## src/rtl/sd_sector_server.sv

```systemverilog
// Responder for the SD sector-buffer protocol: serves one 512-byte sector per
// sd_rd/sd_wr request between the core's sector buffer and a byte-wide store.
module sd_sector_server #(
  parameter int          LBA_BITS = 4,
  parameter int          BUF_LAT  = 1,
  parameter logic [7:0]  FILL     = 8'hFF
) (
  input  logic                  clk_sys,
  input  logic                  reset,
  input  logic [31:0]           sd_lba,
  input  logic                  sd_rd,
  input  logic                  sd_wr,
  output logic                  sd_ack,
  output logic [8:0]            sd_buff_addr,
  output logic [7:0]            sd_buff_dout,
  output logic                  sd_buff_wr,
  input  logic [7:0]            sd_buff_din,
  output logic [LBA_BITS+8:0]   mem_addr,
  output logic                  mem_rd,
  output logic                  mem_wr,
  output logic [7:0]            mem_dout,
  input  logic [7:0]            mem_din,
  input  logic                  mem_ready,
  output logic                  range_err
);

  localparam logic [2:0] IDLE    = 3'd0;
  localparam logic [2:0] RD_REQ  = 3'd1;
  localparam logic [2:0] RD_STB  = 3'd2;
  localparam logic [2:0] WR_ADDR = 3'd3;
  localparam logic [2:0] WR_LAT  = 3'd4;
  localparam logic [2:0] WR_REQ  = 3'd5;
  localparam logic [2:0] DONE    = 3'd6;

  localparam logic [7:0] LAT_LAST = 8'(BUF_LAT - 1);

  logic [2:0]          state_q, state_d;
  logic [LBA_BITS-1:0] lba_q, lba_d;
  logic                oor_q, oor_d;
  logic [8:0]          k_q, k_d;
  logic [7:0]          lat_q, lat_d;
  logic [8:0]          buff_addr_q, buff_addr_d;
  logic [7:0]          buff_dout_q, buff_dout_d;
  logic [7:0]          mem_dout_q, mem_dout_d;
  logic                range_err_q, range_err_d;
  logic                lba_oor;
  logic                byte_done;

  assign lba_oor = (sd_lba >> LBA_BITS) != 32'd0;
  // Out-of-range sectors never touch the store, so they complete at once.
  assign byte_done = oor_q || mem_ready;

  // NOTE: every _d gets its _q value first so no path through the case can
  // leave a variable unassigned and infer a latch.
  always_comb begin
    state_d     = state_q;
    lba_d       = lba_q;
    oor_d       = oor_q;
    k_d         = k_q;
    lat_d       = lat_q;
    buff_addr_d = buff_addr_q;
    buff_dout_d = buff_dout_q;
    mem_dout_d  = mem_dout_q;
    range_err_d = 1'b0;
    case (state_q)
      IDLE: begin
        if (sd_rd || sd_wr) begin
          lba_d       = sd_lba[LBA_BITS-1:0];
          oor_d       = lba_oor;
          range_err_d = lba_oor;
          k_d         = 9'd0;
          if (sd_rd) begin
            state_d = RD_REQ;
          end else begin
            buff_addr_d = 9'd0;
            state_d     = WR_ADDR;
          end
        end
      end
      RD_REQ: begin
        if (byte_done) begin
          buff_dout_d = oor_q ? FILL : mem_din;
          buff_addr_d = k_q;
          state_d     = RD_STB;
        end
      end
      RD_STB: begin
        if (k_q == 9'd511) begin
          state_d = DONE;
        end else begin
          k_d     = k_q + 9'd1;
          state_d = RD_REQ;
        end
      end
      WR_ADDR: begin
        lat_d   = 8'd0;
        state_d = WR_LAT;
      end
      WR_LAT: begin
        if (lat_q == LAT_LAST) begin
          mem_dout_d = sd_buff_din;
          state_d    = WR_REQ;
        end else begin
          lat_d = lat_q + 8'd1;
        end
      end
      WR_REQ: begin
        if (byte_done) begin
          if (k_q == 9'd511) begin
            state_d = DONE;
          end else begin
            k_d         = k_q + 9'd1;
            buff_addr_d = k_q + 9'd1;
            state_d     = WR_ADDR;
          end
        end
      end
      DONE:    state_d = IDLE;
      default: state_d = IDLE;
    endcase
  end

  // NOTE: state flops use non-blocking assignments so every flop samples the
  // pre-edge values regardless of evaluation order.
  always_ff @(posedge clk_sys or posedge reset) begin
    if (reset) begin
      state_q     <= IDLE;
      lba_q       <= '0;
      oor_q       <= 1'b0;
      k_q         <= 9'd0;
      lat_q       <= 8'd0;
      buff_addr_q <= 9'd0;
      buff_dout_q <= 8'd0;
      mem_dout_q  <= 8'd0;
      range_err_q <= 1'b0;
    end else begin
      state_q     <= state_d;
      lba_q       <= lba_d;
      oor_q       <= oor_d;
      k_q         <= k_d;
      lat_q       <= lat_d;
      buff_addr_q <= buff_addr_d;
      buff_dout_q <= buff_dout_d;
      mem_dout_q  <= mem_dout_d;
      range_err_q <= range_err_d;
    end
  end

  assign sd_ack       = (state_q != IDLE) && (state_q != DONE);
  assign sd_buff_wr   = (state_q == RD_STB);
  assign sd_buff_addr = buff_addr_q;
  assign sd_buff_dout = buff_dout_q;
  assign mem_addr     = {lba_q, k_q};
  assign mem_rd       = (state_q == RD_REQ) && !oor_q;
  assign mem_wr       = (state_q == WR_REQ) && !oor_q;
  assign mem_dout     = mem_dout_q;
  assign range_err    = range_err_q;

endmodule

```

## config.mk

```make
export PLATFORM = sky130hd
export DESIGN_NAME = sd_sector_server
export DESIGN_NICKNAME = d
export VERILOG_FILES = /design/src/rtl/sd_sector_server.sv
export SDC_FILE = /design/constraint.sdc
export NUM_CORES = 1
export LEC_CHECK = 0
export BUFFER_PORTS_ARGS = -buffer_cell sky130_fd_sc_hd__buf_2
export CAP_MARGIN = 30
export CORE_MARGIN = 5
export CORE_UTILIZATION = 45
export CTS_BUF_LIST = sky130_fd_sc_hd__clkbuf_8 sky130_fd_sc_hd__clkbuf_16
export DETAILED_ROUTE_END_ITERATION = 10
export MAX_ROUTING_LAYER = met4
export PLACE_DENSITY = 0.74
export SETUP_SLACK_MARGIN = 0.1
export SYNTH_ARGS = -nofsm -noshare
export SYNTH_HDL_FRONTEND = slang
export SYNTH_SLANG_ARGS = --single-unit
```

## constraint.sdc

```tcl
create_clock -name clk_sys -period 2.6 [get_ports clk_sys]
set_input_delay 0.26 -clock clk_sys [delete_from_list [all_inputs] [get_ports clk_sys]]
set_output_delay 0.26 -clock clk_sys [all_outputs]
set_load 0.1 [all_outputs]
```

==> results.yml <==
status:
  status: "complete, no violations"
global_route:
  grt_pass1_wl_microns: 11200
  use_met3: 0.0341
  grt_util_met1: 0.262
  grt.total_usage: 0.192
  use_met2: 0.295
  grt-ovfl-total: 0
  grt_pass1_vias: 2263
  grt_busiest_layer: "met2"
  antenna_found_initial: 0
  grt_max_degree: 52
synthesis:
  netlist_instances: 264
  synth_fa_ha_area_frac: 0.0231
  postSynthAreaPerCell_sq_um: 10.2
  syn_nets: 322
  synth-edff-count: 0
  yosys.area_share.simple: 0.220
  synthMuxAreaShare: 0.0898
  synthTopCellsByCount: "dfrtp_1 (51), nor2_1 (36), mux2_2 (18)"
  synth_compound_area_frac: 0.130
  ys_types: 50
  synth_top_family_by_area: "simple AND/OR/NAND/NOR gates"
  synth_area_leaders: "dfrtp_1 (47%), mux2_2 (7.5%), nor2_1 (5.0%)"
  yosysTopAreaCell: "dfrtp_1"
  yosys_most_used_dff: "dfrtp_1"
  synth_seq_cells: 51
  synth_top_area_share: 0.472
  yosysWarnings: 0
  async_flop_share: 1.00
  synth-seq-area-share: 0.472
  synth-xor-area-share: 0.0324
  syn_area_sq_mm: 0.00270
  synth_most_common_cell: "dfrtp_1"
pwr:
  switching_power_mw: 2.03
  combPwrFrac: 0.573
  p_int_mw: 1.61
  p_sw_frac: 0.557
  power_mw: 3.64
  seq_power_share: 0.304
  cellLeakagePower_nw: 1.59
  p_clk_frac: 0.123
  pwr_density_cell_mw_per_mm2: 1060
  ir_drop_mv: 0.933
detailed_routing:
  drc_errors: 0
  viasPerCell: 5.29
  firstDrtPassIters: 5
  initialDrtViolationCount: 155
  ant_nets: 0
  vias: 2318
  wl_per_cell_microns: 15.4
  wirelength_microns: 6750
critical_path:
  critPathKind: "reg2reg"
  arrival_ns: 2.62
  setup.worst_path.end_class: "flop"
  crit_fanout: 7
  start_kind: "flop"
  required_ns: 2.80
timing:
  clock_skew_ns: 0.00756
  fmax_ghz: 0.414
  tightest_slew_ns: 0.626
  period_needed_ns: 2.42
  finalWorstSetupSlack_ns: 0.182
  min_period_over_period: 0.930
  setup_violations: 0
  slew_viol_final: 0
  grt_setup_unrepaired: "no"
  hold_viol_final: 0
  slew_headroom: 0.583
clock_network:
  cts_buffer_depth: 2
  cts_made_buffers: 5
  cts_hold_buf: 0
  clock_latency_ns: 0.31
  cts_tree: "yes"
  cts_root_buffer: "clkbuf_8"
  cts.clk_slew.worst_paths_ns: 0.09
  h-tree-depth: 2
  cts_sinks: 51
die:
  dieArea_sq_mm: 0.00766
  die_w_microns: 87.5
  ios: 96
  core-area_sq_mm: 0.00589
  die_h_microns: 87.5
  rows: 28
  initial_core_util: 0.459
placed_design:
  pre_cts_ws_ns: 0.0846
  place_hpwl_microns: 5110
  dp.cells: 429
  portBuffers: 95
  gp_congestion: 0.915
run:
  maxCapViolations: 0
finish:
  drive_above_1_share: 0.430
  antenna_cells: 0
  fill_cells: 509
  regArea_sq_mm: 0.00128
  multiInputGateArea_sq_mm: 0.00141
  area_growth_pct: 27.4
  instances_no_fill: 438
  fin_nets: 420
min_path:
  min_path_type: "in2async"
[cell families after synthesis]
| family | count (synthesis) |
|---|---|
| adders and majority gates | 5 |
| muxes | 22 |
| buffers and inverters | 21 |
| DFF | 51 |
| xor gates and xnor gates | 10 |
| AOI/OAI and AO/OA | 50 |
| and+or+nand+nor | 105 |
[layout make-up]
cell class / instances / share of cell area
multi-input cells: 192 / 0.411
clock buffers: 5 / 0.0200
flip-flops and latches: 51 / 0.373
well taps: 75 / 0.0273
repair buffers: 102 / 0.153
clock inverters: 3 / 0.00473
inverters: 10 / 0.0109
[critical path, cell delays in order (launching register included)]
cell and delay [ns]:
dfrtp_2 0.47, ha_4 0.19, and3_4 0.19, and3_4 0.18
and3_4 0.19, ha_4 0.19, a2bb2oi_2 0.17, nand2_1 0.11
a21oi_4 0.27, mux2_2 0.37
[power by group through the flow]
stage / clock (mW) / combinational, mW / sequential, mW
CTS: 0.461 / 2.09 / 1.10
global placement: 0 / 2.05 / 1.11
global route: 0.491 / 2.20 / 1.13
detailed placement: 0 / 2.07 / 1.12
finish: 0.448 / 2.08 / 1.10
floorplan: 0 / 0.822 / 1.97
[timing repair]
action / in CTS / in global routing
setup endpoints to repair: 6 / 7
pin swaps: 1 / 1
cloned: 0 / 0
hold endpoints to repair: 0 / 0
setup buffers: 1 / 0
gates resized for setup: 1 / 1
[flip-flops by register name, indices dropped and copies added (netlist names)]
signal,flops
k_q,9
lat_q,8
lba_q,4
mem_dout,8
oor_q,1
range_err,1
sd_buff_addr,9
sd_buff_dout,8
state_q,3
[per-stage QoR]
| step | TNS (ns) | hold WS (ns) | util | instance area [sq um] |
|---|---|---|---|---|
| CTS | 0 | 0.139 | 0.584 | 3440 |
| global placement | 0 | 0.462 | 0.568 | 3340 |
| floorplan | -0.0478 | 0.411 | - | 2780 |
| finish | 0 | 0.107 | 0.585 | 3440 |
| detailed placement | 0 | 0.472 | 0.568 | 3340 |
| global route | 0 | 0.167 | 0.585 | 3440 |
[worst paths after layout]
kind,start,endpoint,slack (ns),cells after the start
worst max-delay path,k_q[1],sd_buff_addr[8],0.18,9
worst min-delay path,reset,lat_q[5],0.11,3
worst max register to register,k_q[1],sd_buff_addr[8],0.18,9
worst min register to register,mem_dout[4],mem_dout[4],0.51,1
max in group asynchronous,reset,k_q[5],2.03,3
min in group clk_sys,sd_buff_din[4],mem_dout[4],0.18,2
[layer usage]
layer | up-vias | part of all wire
li1 | 1135 | -
met1 | 1110 | 0.45
met2 | 61 | 0.48
met3 | 12 | 0.056
met4 | 0 | 0.013
met5 | - | 0
[layout by cell type (no fill, tap or decap), types with 3 or more instances in the layout]
cell and n:
buf_2 95, nor2_1 36, dfrtp_2 6, nand3_1 10, o22ai_1 4, a21oi_1 13, o2bb2ai_1 3, xor2_1 8
inv_1 10, dfrtp_1 45, nor4_1 7, nand2b_1 5, nor2b_1 3, ha_1 3, mux2i_1 4, and3_4 3
nand4_1 6, buf_4 7, nand3b_1 3, mux2_2 18, nand2_1 12, clkbuf_8 5, o21ai_0 10
(Power assumes the default switching activity.)
